## src/rtl/keypad_scanner.sv

```systemverilog
// keypad_scanner: 4x4 matrix keypad scanner with per-scan classification and
// debounced single-key press/release reporting.
// Define KEYPAD_ROW_SYNC_EN to pass the row lines through a 2-flop synchroniser
// (SCAN_CYC must then be at least 3).
module keypad_scanner #(
   parameter int SCAN_CYC  = 1,
   parameter int DEB_SCANS = 2
) (
   input  logic       clk,
   input  logic       rst,
   input  logic [3:0] row,
   output logic [3:0] col,
   output logic [3:0] keyboard_num,
   output logic       key_valid,
   output logic       key_down
);

   localparam logic [7:0] LAST_DWELL = 8'(SCAN_CYC - 1);
   localparam logic [3:0] DEB_N      = 4'(DEB_SCANS);

   typedef enum logic {RELEASED, PRESSED} state_t;
   typedef enum logic [1:0] {RES_NONE, RES_KEY, RES_MULTI} res_t;

   // Key code for a scan-map index {column, row}, both counted from the MSB line.
   function automatic logic [3:0] key_code(input logic [3:0] idx);
      case (idx)
         4'h0: key_code = 4'h1;  4'h1: key_code = 4'h4;
         4'h2: key_code = 4'h7;  4'h3: key_code = 4'hE;
         4'h4: key_code = 4'h2;  4'h5: key_code = 4'h5;
         4'h6: key_code = 4'h8;  4'h7: key_code = 4'h0;
         4'h8: key_code = 4'h3;  4'h9: key_code = 4'h6;
         4'hA: key_code = 4'h9;  4'hB: key_code = 4'hF;
         4'hC: key_code = 4'hA;  4'hD: key_code = 4'hB;
         4'hE: key_code = 4'hC;  default: key_code = 4'hD;
      endcase
   endfunction

   logic [3:0] row_eff;

`ifdef KEYPAD_ROW_SYNC_EN
   logic [3:0] sync1_q;
   logic [3:0] sync2_q;

   // two-flop synchroniser for the asynchronous row lines
   always_ff @(posedge clk) begin
      if (rst) begin
         sync1_q <= '1;
         sync2_q <= '1;
      end else begin
         sync1_q <= row;
         sync2_q <= sync1_q;
      end
   end

   assign row_eff = sync2_q;
`else
   assign row_eff = row;
`endif

   logic [7:0]  dwell_q;
   logic [1:0]  col_idx_q;
   logic [3:0]  col_q;
   logic [15:0] map_q;
   logic        scan_done_q;
   logic        last_dwell;

   assign last_dwell = (dwell_q == LAST_DWELL);

   // column rotation; rows are captured into the scan map on the last dwell cycle
   always_ff @(posedge clk) begin
      if (rst) begin
         dwell_q     <= '0;
         col_idx_q   <= '0;
         col_q       <= 4'b0111;
         map_q       <= '0;
         scan_done_q <= 1'b0;
      end else begin
         scan_done_q <= last_dwell && (col_idx_q == 2'd3);
         if (last_dwell) begin
            dwell_q   <= '0;
            col_idx_q <= col_idx_q + 2'd1;
            col_q     <= {col_q[0], col_q[3:1]};
            for (int unsigned r = 0; r < 4; r++) begin
               map_q[{col_idx_q, 2'(r)}] <= ~row_eff[2'(3 - r)];
            end
         end else begin
            dwell_q <= dwell_q + 8'd1;
         end
      end
   end

   res_t       res;
   logic [3:0] res_code;
   logic [1:0] hits;

   // classify the completed scan map: no key, exactly one key, or several
   always_comb begin
      hits     = '0;
      res_code = '0;
      for (int unsigned i = 0; i < 16; i++) begin
         if (map_q[i]) begin
            if (hits != 2'd2) hits = hits + 2'd1;
            res_code = key_code(4'(i));
         end
      end
      case (hits)
         2'd0:    res = RES_NONE;
         2'd1:    res = RES_KEY;
         default: res = RES_MULTI;
      endcase
   end

   state_t     state_q, state_d;
   res_t       cand_q, cand_d;
   logic [3:0] cand_code_q, cand_code_d;
   logic [3:0] deb_q, deb_d, deb_inc;
   logic [3:0] num_q, num_d;
   logic       valid_q, valid_d;
   logic       down_q, down_d;

   assign deb_inc = deb_q + 4'd1;

   // debounce FSM state and registered outputs
   always_ff @(posedge clk) begin
      if (rst) begin
         state_q     <= RELEASED;
         cand_q      <= RES_NONE;
         cand_code_q <= '0;
         deb_q       <= '0;
         num_q       <= '0;
         valid_q     <= 1'b0;
         down_q      <= 1'b0;
      end else begin
         state_q     <= state_d;
         cand_q      <= cand_d;
         cand_code_q <= cand_code_d;
         deb_q       <= deb_d;
         num_q       <= num_d;
         valid_q     <= valid_d;
         down_q      <= down_d;
      end
   end

   // debounce decisions, taken once per completed scan
   always_comb begin
      state_d     = state_q;
      cand_d      = cand_q;
      cand_code_d = cand_code_q;
      deb_d       = deb_q;
      num_d       = num_q;
      valid_d     = 1'b0;
      down_d      = down_q;
      if (scan_done_q) begin
         case (state_q)
            RELEASED: begin
               if (res == RES_KEY && cand_q == RES_KEY && res_code == cand_code_q) begin
                  deb_d = deb_inc;
               end else begin
                  cand_d      = res;
                  cand_code_d = res_code;
                  deb_d       = 4'd1;
               end
               if (cand_d == RES_KEY && deb_d == DEB_N) begin
                  state_d     = PRESSED;
                  num_d       = cand_code_d;
                  valid_d     = 1'b1;
                  down_d      = 1'b1;
                  deb_d       = '0;
                  cand_d      = RES_NONE;
                  cand_code_d = '0;
               end
            end
            PRESSED: begin
               deb_d = (res == RES_NONE) ? deb_inc : 4'd0;
               if (deb_d == DEB_N) begin
                  state_d = RELEASED;
                  down_d  = 1'b0;
                  deb_d   = '0;
               end
            end
            default: state_d = RELEASED;
         endcase
      end
   end

   assign col          = col_q;
   assign keyboard_num = num_q;
   assign key_valid    = valid_q;
   assign key_down     = down_q;

endmodule

```

## config.mk

```make
export PLATFORM = sky130hd
export DESIGN_NAME = keypad_scanner
export DESIGN_NICKNAME = d
export VERILOG_FILES = /design/src/rtl/keypad_scanner.sv
export SDC_FILE = /design/constraint.sdc
export NUM_CORES = 1
export LEC_CHECK = 0
export CORE_ASPECT_RATIO = 0.7
export CORE_MARGIN = 1
export CORE_UTILIZATION = 65
export DETAILED_ROUTE_END_ITERATION = 16
export PLACE_DENSITY = 0.84
export SLEW_MARGIN = 20
export SYNTH_ARGS = -nofsm -noshare
export SYNTH_HDL_FRONTEND = slang
export SYNTH_SLANG_ARGS = --single-unit
export TNS_END_PERCENT = 30
```

## constraint.sdc

```tcl
create_clock -name clk -period 12.54 [get_ports clk]
set_clock_uncertainty 0.15 [all_clocks]
set_input_delay 3.762 -clock clk [delete_from_list [all_inputs] [get_ports clk]]
set_output_delay 3.762 -clock clk [all_outputs]
set_load 0.02 [all_outputs]
```

==> results of run 1 <==
-- layout make-up --
cell class,instances,share of cell area
clock buffers,5,0.01626
clock inverters,3,0.01123
inverters,19,0.01685
multi-input cells,423,0.6692
flip-flops and latches,48,0.2270
well taps,75,0.02217
repair buffers,16,0.03724
-- sequential cells by signal (all words and copies together), names as in the netlist --
register and count:
cand_q 2, cand_code_q 4, key_valid 1, col_idx_q 2
deb_q 4, map_q 16, keyboard_num 4, state_q 1
col 4, scan_done_q 1, dwell_q 8, key_down 1
-- power groups by stage --
stage	registers (mW)	logic [mW]	clock network (mW)
2_1_floorplan	0.166	0.209	0
4_1_cts	0.169	0.250	0.116
6_report	0.170	0.256	0.114
5_1_grt	0.171	0.279	0.121
3_3_place_gp	0.172	0.241	0
3_5_place_dp	0.173	0.248	0
-- path summary, 6_finish.rpt --
kind / from / end / slack (ns) / depth (start not counted)
max reg2reg: map_q[0] / keyboard_num[2] / 5.75 / 22
min: dwell_q[0] / dwell_q[0] / 0.32 / 1
max: map_q[0] / keyboard_num[2] / 5.75 / 22
min reg2reg: dwell_q[0] / dwell_q[0] / 0.32 / 1
-- layer usage --
metal / up-vias / part of all wire / wire length, um / GRT usage
met5: - / 0 / 0 / 0
met4: 0 / 0.0094 / 89 / 0.06629
met3: 10 / 0.072 / 679 / 0.05180
met2: 153 / 0.42 / 4021 / 0.4652
met1: 1803 / 0.50 / 4700 / 0.4719
li1: 1882 / - / - / -
-- cell usage after synthesis (8+ instances only) --
| library cell | count |
|---|---|
| nand2_1 | 37 |
| mux2i_1 | 8 |
| ha_1 | 13 |
| clkbuf_1 | 15 |
| a21oi_1 | 38 |
| nand3_1 | 19 |
| dfxtp_1 | 48 |
| nand2b_1 | 14 |
| nor2_1 | 77 |
| and3_1 | 11 |
| inv_1 | 19 |
| xnor2_1 | 16 |
| o21ai_0 | 21 |
| nor3_1 | 14 |
-- stage by stage --
stage / cell area, um2 / setup slack [ns]
3_3_place_gp: 4116 / 6.038
3_5_place_dp: 4116 / 5.905
4_1_cts: 4233 / 5.866
5_1_grt: 4233 / 5.373
2_1_floorplan: 3964 / 6.556
6_report: 4233 / 5.749
-- logic make-up after synthesis --
| group | count (synthesis) | share of synthesized area |
|---|---|---|
| compound gates | 155 | 0.3068 |
| xor+xnor | 22 | 0.04861 |
| fa+ha+maj | 13 | 0.04104 |
| buf+inv | 42 | 0.04293 |
| flops | 48 | 0.2424 |
| mux | 10 | 0.02683 |
| simple gates | 223 | 0.2913 |
==> results.md, run 1 <==
Setup path:
- In this run the worst path has a maximum fanout of 10.
- In this design, the stage delay of the slowest critical-path cell is ~0.43 ns.
- Walking the worst path, the cells encountered are inv_1, ha_1, nor3b_2, a211oi_2, a41oi_2, and3_1, o31ai_1, o211a_1, nor4_1, o32a_1, and2_1, nor4_2, nor3_1, nor2_1, a32oi_1, o211a_1, or2_2, ha_1, a32o_1, a21oi_4, nand3_4, mux2_4.
- For the worst setup path, the data arrival time is 6.84 ns.
- The nature of the critical path endpoint is a register.
- Counting both buffers and inverters, the worst setup path holds a total of 1.
- The type of the setup path with the least slack is register to register.
- The critical-path cell with the highest stage delay is o32a_1.
- The startpoint class of the critical path is a register.
- For the worst setup path, the data required time is 12.59 ns.
- The cell family with the largest share of critical-path delay is compound AO/OA/AOI/OAI gates.

Clock network:
- In this run, CTS created clock tree buffers numbering 5.
- The post-cts hold buffer count is 0.
- Buffers added to address setup during post-CTS repair amount to 0.
- No sink is reached through more buffers than the 2 on the longest clock path.
- The H-tree was split into 2 levels.
- The later-pin clock latency in the skew report is ~0.31 ns.
- Clock-pin slew was measured on the worst setup and hold paths at about 0.09 ns.
- The number of instances resized during post-cts repair is 0.
- In this run the clock root is driven by a clkbuf_8.
- The clock tree from TritonCTS is yes.
- The number of sinks driven by the clock tree is 48.

Routing:
- The final antenna-violating net count is 0.
- Summed over all layers, the routed wires come to around 9.5 mm.
- The first detailed-routing pass took 7 iterations.
- The via-per-instance ratio is about 6.5.
- For this block, the via count after detailed routing is ~3.8k.
- The DRC marker count from the first detailed-route iteration is between 200 and 250.
- Dividing the detail-routed wire length by the instance count gives 16.11 um.
- The post-detailed-route DRC marker count is 0.

Global route:
- Entering global routing, the biggest net connects 46 pins.
- The global-route usage over all layers is 0.3137.
- The initial antenna violation count is 0.
- The number of global-route vias before repair is 3243.
- The wire length of the first global-routing pass is 15.77 mm.
- The total overflow left after global routing is 0.

Final layout:
- Summing all multi-input logic gate instances after layout gives 0.002833 mm2.
- The most common cell after layout, fill and taps aside is nor2_1.
- In the layout the commonest cells are nor2_1 (77), dfxtp_1 (48), a21oi_1 (38).
- The final standard cell utilization of the core is 0.7282.
- The net count of the finished layout is around 530.
- Compared with the post-synthesis result, the final layout area differs by 6.787%.
- The number of antenna diodes in the final layout is 0.
- Across the whole layout, storage elements account for 960.9 um2.
- The layout cell share with drive strength beyond 1 is 0.09533.
- The non-filler instance count after layout is approximately 600.
- The layout has 453 filler cells.

Synth:
- The number of distinct library cells after synthesis is a little under 90.
- The cell count after synthesis came out at approximately 510.
- The fraction of registers with async set or reset after synthesis is 0.
- When the netlist entered floorplanning its net count stood at ~530.
- The largest area contributor in the synthesized netlist is dfxtp_1.
- Counting flops and latches in the post-synthesis netlist gives 48.
- The area of the mapped netlist is slightly below 0.004 mm2.
- In the post-synthesis netlist, the biggest area contributors are dfxtp_1 (24%), nor2_1 (7.3%), a21oi_1 (4.8%).
- The mean instance size in the synthesized netlist is 7.727 um2.
- Of the post-synthesis cell area, the dominant cell type holds 0.2424.
- Of the synthesized area, sequential elements account for 0.2424.
- In this run, synthesis inferred 0 flip-flops with an integrated enable.
- During synthesis, Yosys emitted a total of 0 warnings.
- The most used flip-flop cell after synthesis is dfxtp_1.

Floorplanning:
- The core footprint is between 0.005 and 0.006 mm2.
- The die is 67.34 um tall.
- The starting utilization of the core area is 0.6819.
- The die is between 90 and 100 um wide.
- The total die area is approximately 0.0064 mm2.
- The boundary pin count is 16.
- The number of rows in the core area is 23.

Power and ir drop:
- The worst ir drop on vdd is just over 0.00008 V.
- After layout, the design draws a total of between 500 and 600 uW.
- The switching component of the power is 222.8 uW.
- The proportion of total power due to net switching is 0.4125.
- Summed over all cells, the static leakage comes to approximately 1.6 nW.
- The share of total power dissipated in sequential elements is 0.314.
- The power per unit of standard cell area is ~130 mW/mm2.
- The share of total power dissipated in the clock network is 0.212.
- The share of total power dissipated in combinational logic is 0.474.
- Internal power comes to approximately 320 uW.

Placed design:
- The final weighted congestion in routability-driven placement is approximately 0.96.
- Counting tap cells, the placed design contains a total of about 580 instances.
- The half-perimeter wire length of the detailed placement result is approximately 7 mm.
- The count of port buffers added during placement is 15.

Status:
- The run finished with clean final reports.

STA:
- At the pin with the least slew margin, the transition time is between 0.6 and 0.7 ns.
- For the final routed database, the setup TNS stands at 0 ns.
- The achievable clock frequency is roughly 0.15 GHz.
- The worst-case headroom to the max-slew limit is 0.5697.
- Setup repair after global routing left no endpoint under its margin.
- The number of failing hold endpoints at the final stage was 0.
- The max-slew violation total from the final report was 0.
- The final critical-path required period is roughly 6.8 ns.
- Setup violations remaining at the end of the flow were counted as 0.
- The final cycle utilization of the critical path is 0.5415.
- The worst hold slack after final layout is roughly 0.32 ns.

Job:
- The max capacitance violation total is 0.

Worst hold path:
- The tightest min-delay check is of the register to register type.
Power figures use the tool's default switching activity.
==> run 2: changes to the inputs <==
--- a/config.mk
+++ b/config.mk
@@ -7,9 +7,9 @@
 export LEC_CHECK = 0
 export CORE_ASPECT_RATIO = 0.7
 export CORE_MARGIN = 1
-export CORE_UTILIZATION = 65
+export CORE_UTILIZATION = 62
 export DETAILED_ROUTE_END_ITERATION = 16
-export PLACE_DENSITY = 0.84
+export PLACE_DENSITY = 0.81
 export SLEW_MARGIN = 20
 export SYNTH_ARGS = -nofsm -noshare
 export SYNTH_HDL_FRONTEND = slang
==> constraint.sdc (replaced) <==
create_clock -name clk -period 6.6 [get_ports clk]
set_clock_uncertainty 0.15 [all_clocks]
set_input_delay 1.98 -clock clk [delete_from_list [all_inputs] [get_ports clk]]
set_output_delay 1.98 -clock clk [all_outputs]
set_load 0.02 [all_outputs]
==> results.md, run 2 (synthesized netlist as in run 1, its figures left out) <==
Global route:
- For this run, global-route usage on met1 was measured as 0.4240.
- The number of global-route vias before repair came to 3384.
- For met2 alone, demand over resource in global routing was 0.4633.
- The global-route usage over all layers is 0.2942.
- For this run the aggregate overflow at the end of global routing stands at 0.
- The met3 track demand over resource in global routing is 0.05444.
- The peak-usage layer in the global routing report is met2.
- The initial antenna violation count was 0.
- The maximum number of pins on one net before global-route repair is 46.
- The wire length of the first global-routing pass is around 16 mm.

Final layout:
- The largest registers in the layout are map_q: 16 flops, dwell_q: 8 flops.
- In the layout the commonest cells are nor2_1 (74), dfxtp_1 (45), nand2_1 (37).
- The register with the most flip-flops in the layout has 16 of them.
- Counting the fill cells in the layout gives between 300 and 400.
- The non-filler instance count after layout is a little over 600.
- After routing the design area is 0.004681 mm2.
- Measured on the finished design, the core utilization comes to 0.7896.
- Of the cells placed in the final design, the portion with a size suffix greater than 1 is 0.2034.
- The most flop-heavy register is map_q.
- The number of inserted diodes is 0.
- The post-synthesis to final-layout area growth is 18.09%.
- The multi-input gate area in the final layout is around 0.0031 mm2.
- The register cell area after layout is roughly 970 um2.
- The most common cell after layout, fill and taps aside is nor2_1.
- The final layout contains between 500 and 600 nets.

Worst hold path:
- In this run the worst hold path is classified as register to register.

Power and ir drop:
- Summed over all cells, the static leakage comes to about 1.7 nW.
- The design draws between 1 and 1.5 mW.
- The part of the total power dissipated in sequential elements is 0.277.
- The switching component of the power is about 470 uW.
- Internal power comes to 689.2 uW.
- The share of total power dissipated in the clock network is 0.195.
- Of the total power, the share spent switching nets is 0.4074.
- The power per unit of standard cell area is 248.5 mW/mm2.
- Across the VDD grid, the largest voltage drop is 0.0001189 V.
- Of the total power, combinational logic draws 0.528.

Floorplanning:
- The boundary pin count is 16.
- The total die area is between 0.006 and 0.007 mm2.
- The die boundary width is between 90 and 100 um.
- For this configuration, the core starts out at a cell density of 0.6686.
- The core footprint is around 0.0059 mm2.
- The height of the chip is between 60 and 70 um.
- The number of rows in the core area is 23.

Placed design:
- Counting tap cells, the placed design contains a total of roughly 580 instances.
- Summing all placed instances gives a cell area of a little over 0.004 mm2.
- The half-perimeter wire length of the detailed placement result is slightly below 7 mm.
- Routability-driven placement finished with a final weighted congestion of roughly 0.92.
- The count of port buffers added during placement is 15.
- The worst setup slack after placement is -0.02781 ns.

Clock network:
- The clock tree from TritonCTS is yes.
- The later-pin clock latency in the skew report is just over 0.3 ns.
- The clock drives between 40 and 50 sinks.
- The post-cts hold buffer count is 0.
- The clock-pin slew on the worst setup and hold paths is 0.09 ns.
- The H-tree was split into 2 levels.
- No sink is reached through more buffers than the 2 on the longest clock path.
- The number of buffers added by the clock tree synthesis step is 5.
- The root buffer cell chosen for the clock tree is clkbuf_8.

Routing:
- The routed design has roughly 11 mm of wire.
- The post-detailed-route DRC marker count is 0.
- Before antenna repair, the detailed router went through 6 iterations.
- The count of nets left with antenna violations once routing finished came out at 0.
- After detailed routing, the average wire length per cell comes to between 15 and 20 um.
- The final route contains 4065 vias.
- The via-per-instance ratio is between 6 and 7.
- The first routing iteration left around 420 violations.

STA:
- The max-slew violation total from the final report is 0.
- Setup violations remaining at the end of the flow were counted as 0.
- Across all hold checks on the routed design, the worst slack comes to 0.3199 ns.
- For this run, the top clock speed supported by timing is ~0.15 GHz.
- The final critical-path setup slack is between 0.1 and 0.15 ns.
- The final critical-path required period is approximately 6.5 ns.
- In the final timing run, aggregate negative setup slack is 0 ns.
- Dividing the final minimum period by the clock period gives 0.9781.
- Headroom to the max-slew limit came out at 0.4812.
- The pin slew with the least headroom to its limit is 0.7772 ns.
- The number of failing hold endpoints at the final stage came to 0.

Setup path:
- The data arrival time of the critical path is 6.51 ns.
- The startpoint class of the critical path is a register.
- The type of the setup path with the least slack is register to register.
- The maximum fanout along the worst path is 15.
- The nature of the critical path endpoint is a register.
- The critical path required time is roughly 6.7 ns.

Job:
- The tool flagged a number of max-cap violations equal to 0.

Status:
- The flow ran to the end, and the final reports show no timing, DRC or antenna violations.
==> run 2: cell types whose count changed in the layout (fill, tap and decap cells not counted), sizes merged <==
cell and change:
o22ai +1, clkinv -1, clkbuf +1, buf +21
==> run 2: power groups by stage <==
stage | clock network (mW) | logic, mW | registers, mW
finish | 0.227 | 0.614 | 0.322
global route | 0.243 | 0.663 | 0.324
CTS | 0.230 | 0.480 | 0.319
detailed placement | 0 | 0.474 | 0.326
global placement | 0 | 0.466 | 0.325
floorplan | 0 | 0.397 | 0.316
==> run 2: repair_timing <==
action,CTS,global route
endpoints found under the setup margin,7,17
gates cloned,0,1
setup buffers,0,19
pin swaps,0,22
resized for setup,2,54
hold endpoints to repair,0,0
==> run 2: final cells by class <==
class / instances / share of cell area
multi-input combinational: 424 / 0.6608
clock inverter: 2 / 0.008287
timing repair buffer: 37 / 0.07084
tap: 75 / 0.02005
clock buffer: 6 / 0.01764
sequential: 48 / 0.2072
inverter: 19 / 0.01524
==> run 2: critical path: stages, from the launching register on <==
cell,delay (ns)
dfxtp_1,0.71
nor4b_4,0.11
buf_4,0.17
a211oi_4,0.32
buf_6,0.17
nor2_2,0.05
o211ai_1,0.29
buf_4,0.18
a32oi_4,0.06
nor3_1,0.30
a311oi_4,0.10
buf_4,0.21
o21ai_0,0.21
a21oi_1,0.11
or4_4,0.55
o21ai_0,0.12
o31ai_1,0.13
or2_4,0.32
o21ba_2,0.22
o211a_1,0.26
or2_2,0.28
ha_1,0.29
a32o_2,0.25
a21oi_4,0.26
nand3_4,0.17
mux2_4,0.33
==> run 2: path summary, 6_finish.rpt <==
check            start               to  slack, ns  depth (start not counted)
min          cand_q[0]        cand_q[0]       0.32                          2
max reg2reg   map_q[2]  keyboard_num[2]       0.14                         25
min reg2reg  cand_q[0]        cand_q[0]       0.32                          2
max           map_q[2]  keyboard_num[2]       0.14                         25
==> run 2: layer usage <==
metal / vias to the layer above / share of wire / wire length, um
li1: 1927 / - / -
met2: 230 / 0.44 / 4666
met5: - / 0 / 0
met3: 24 / 0.089 / 931
met1: 1884 / 0.45 / 4777
met4: 0 / 0.013 / 138
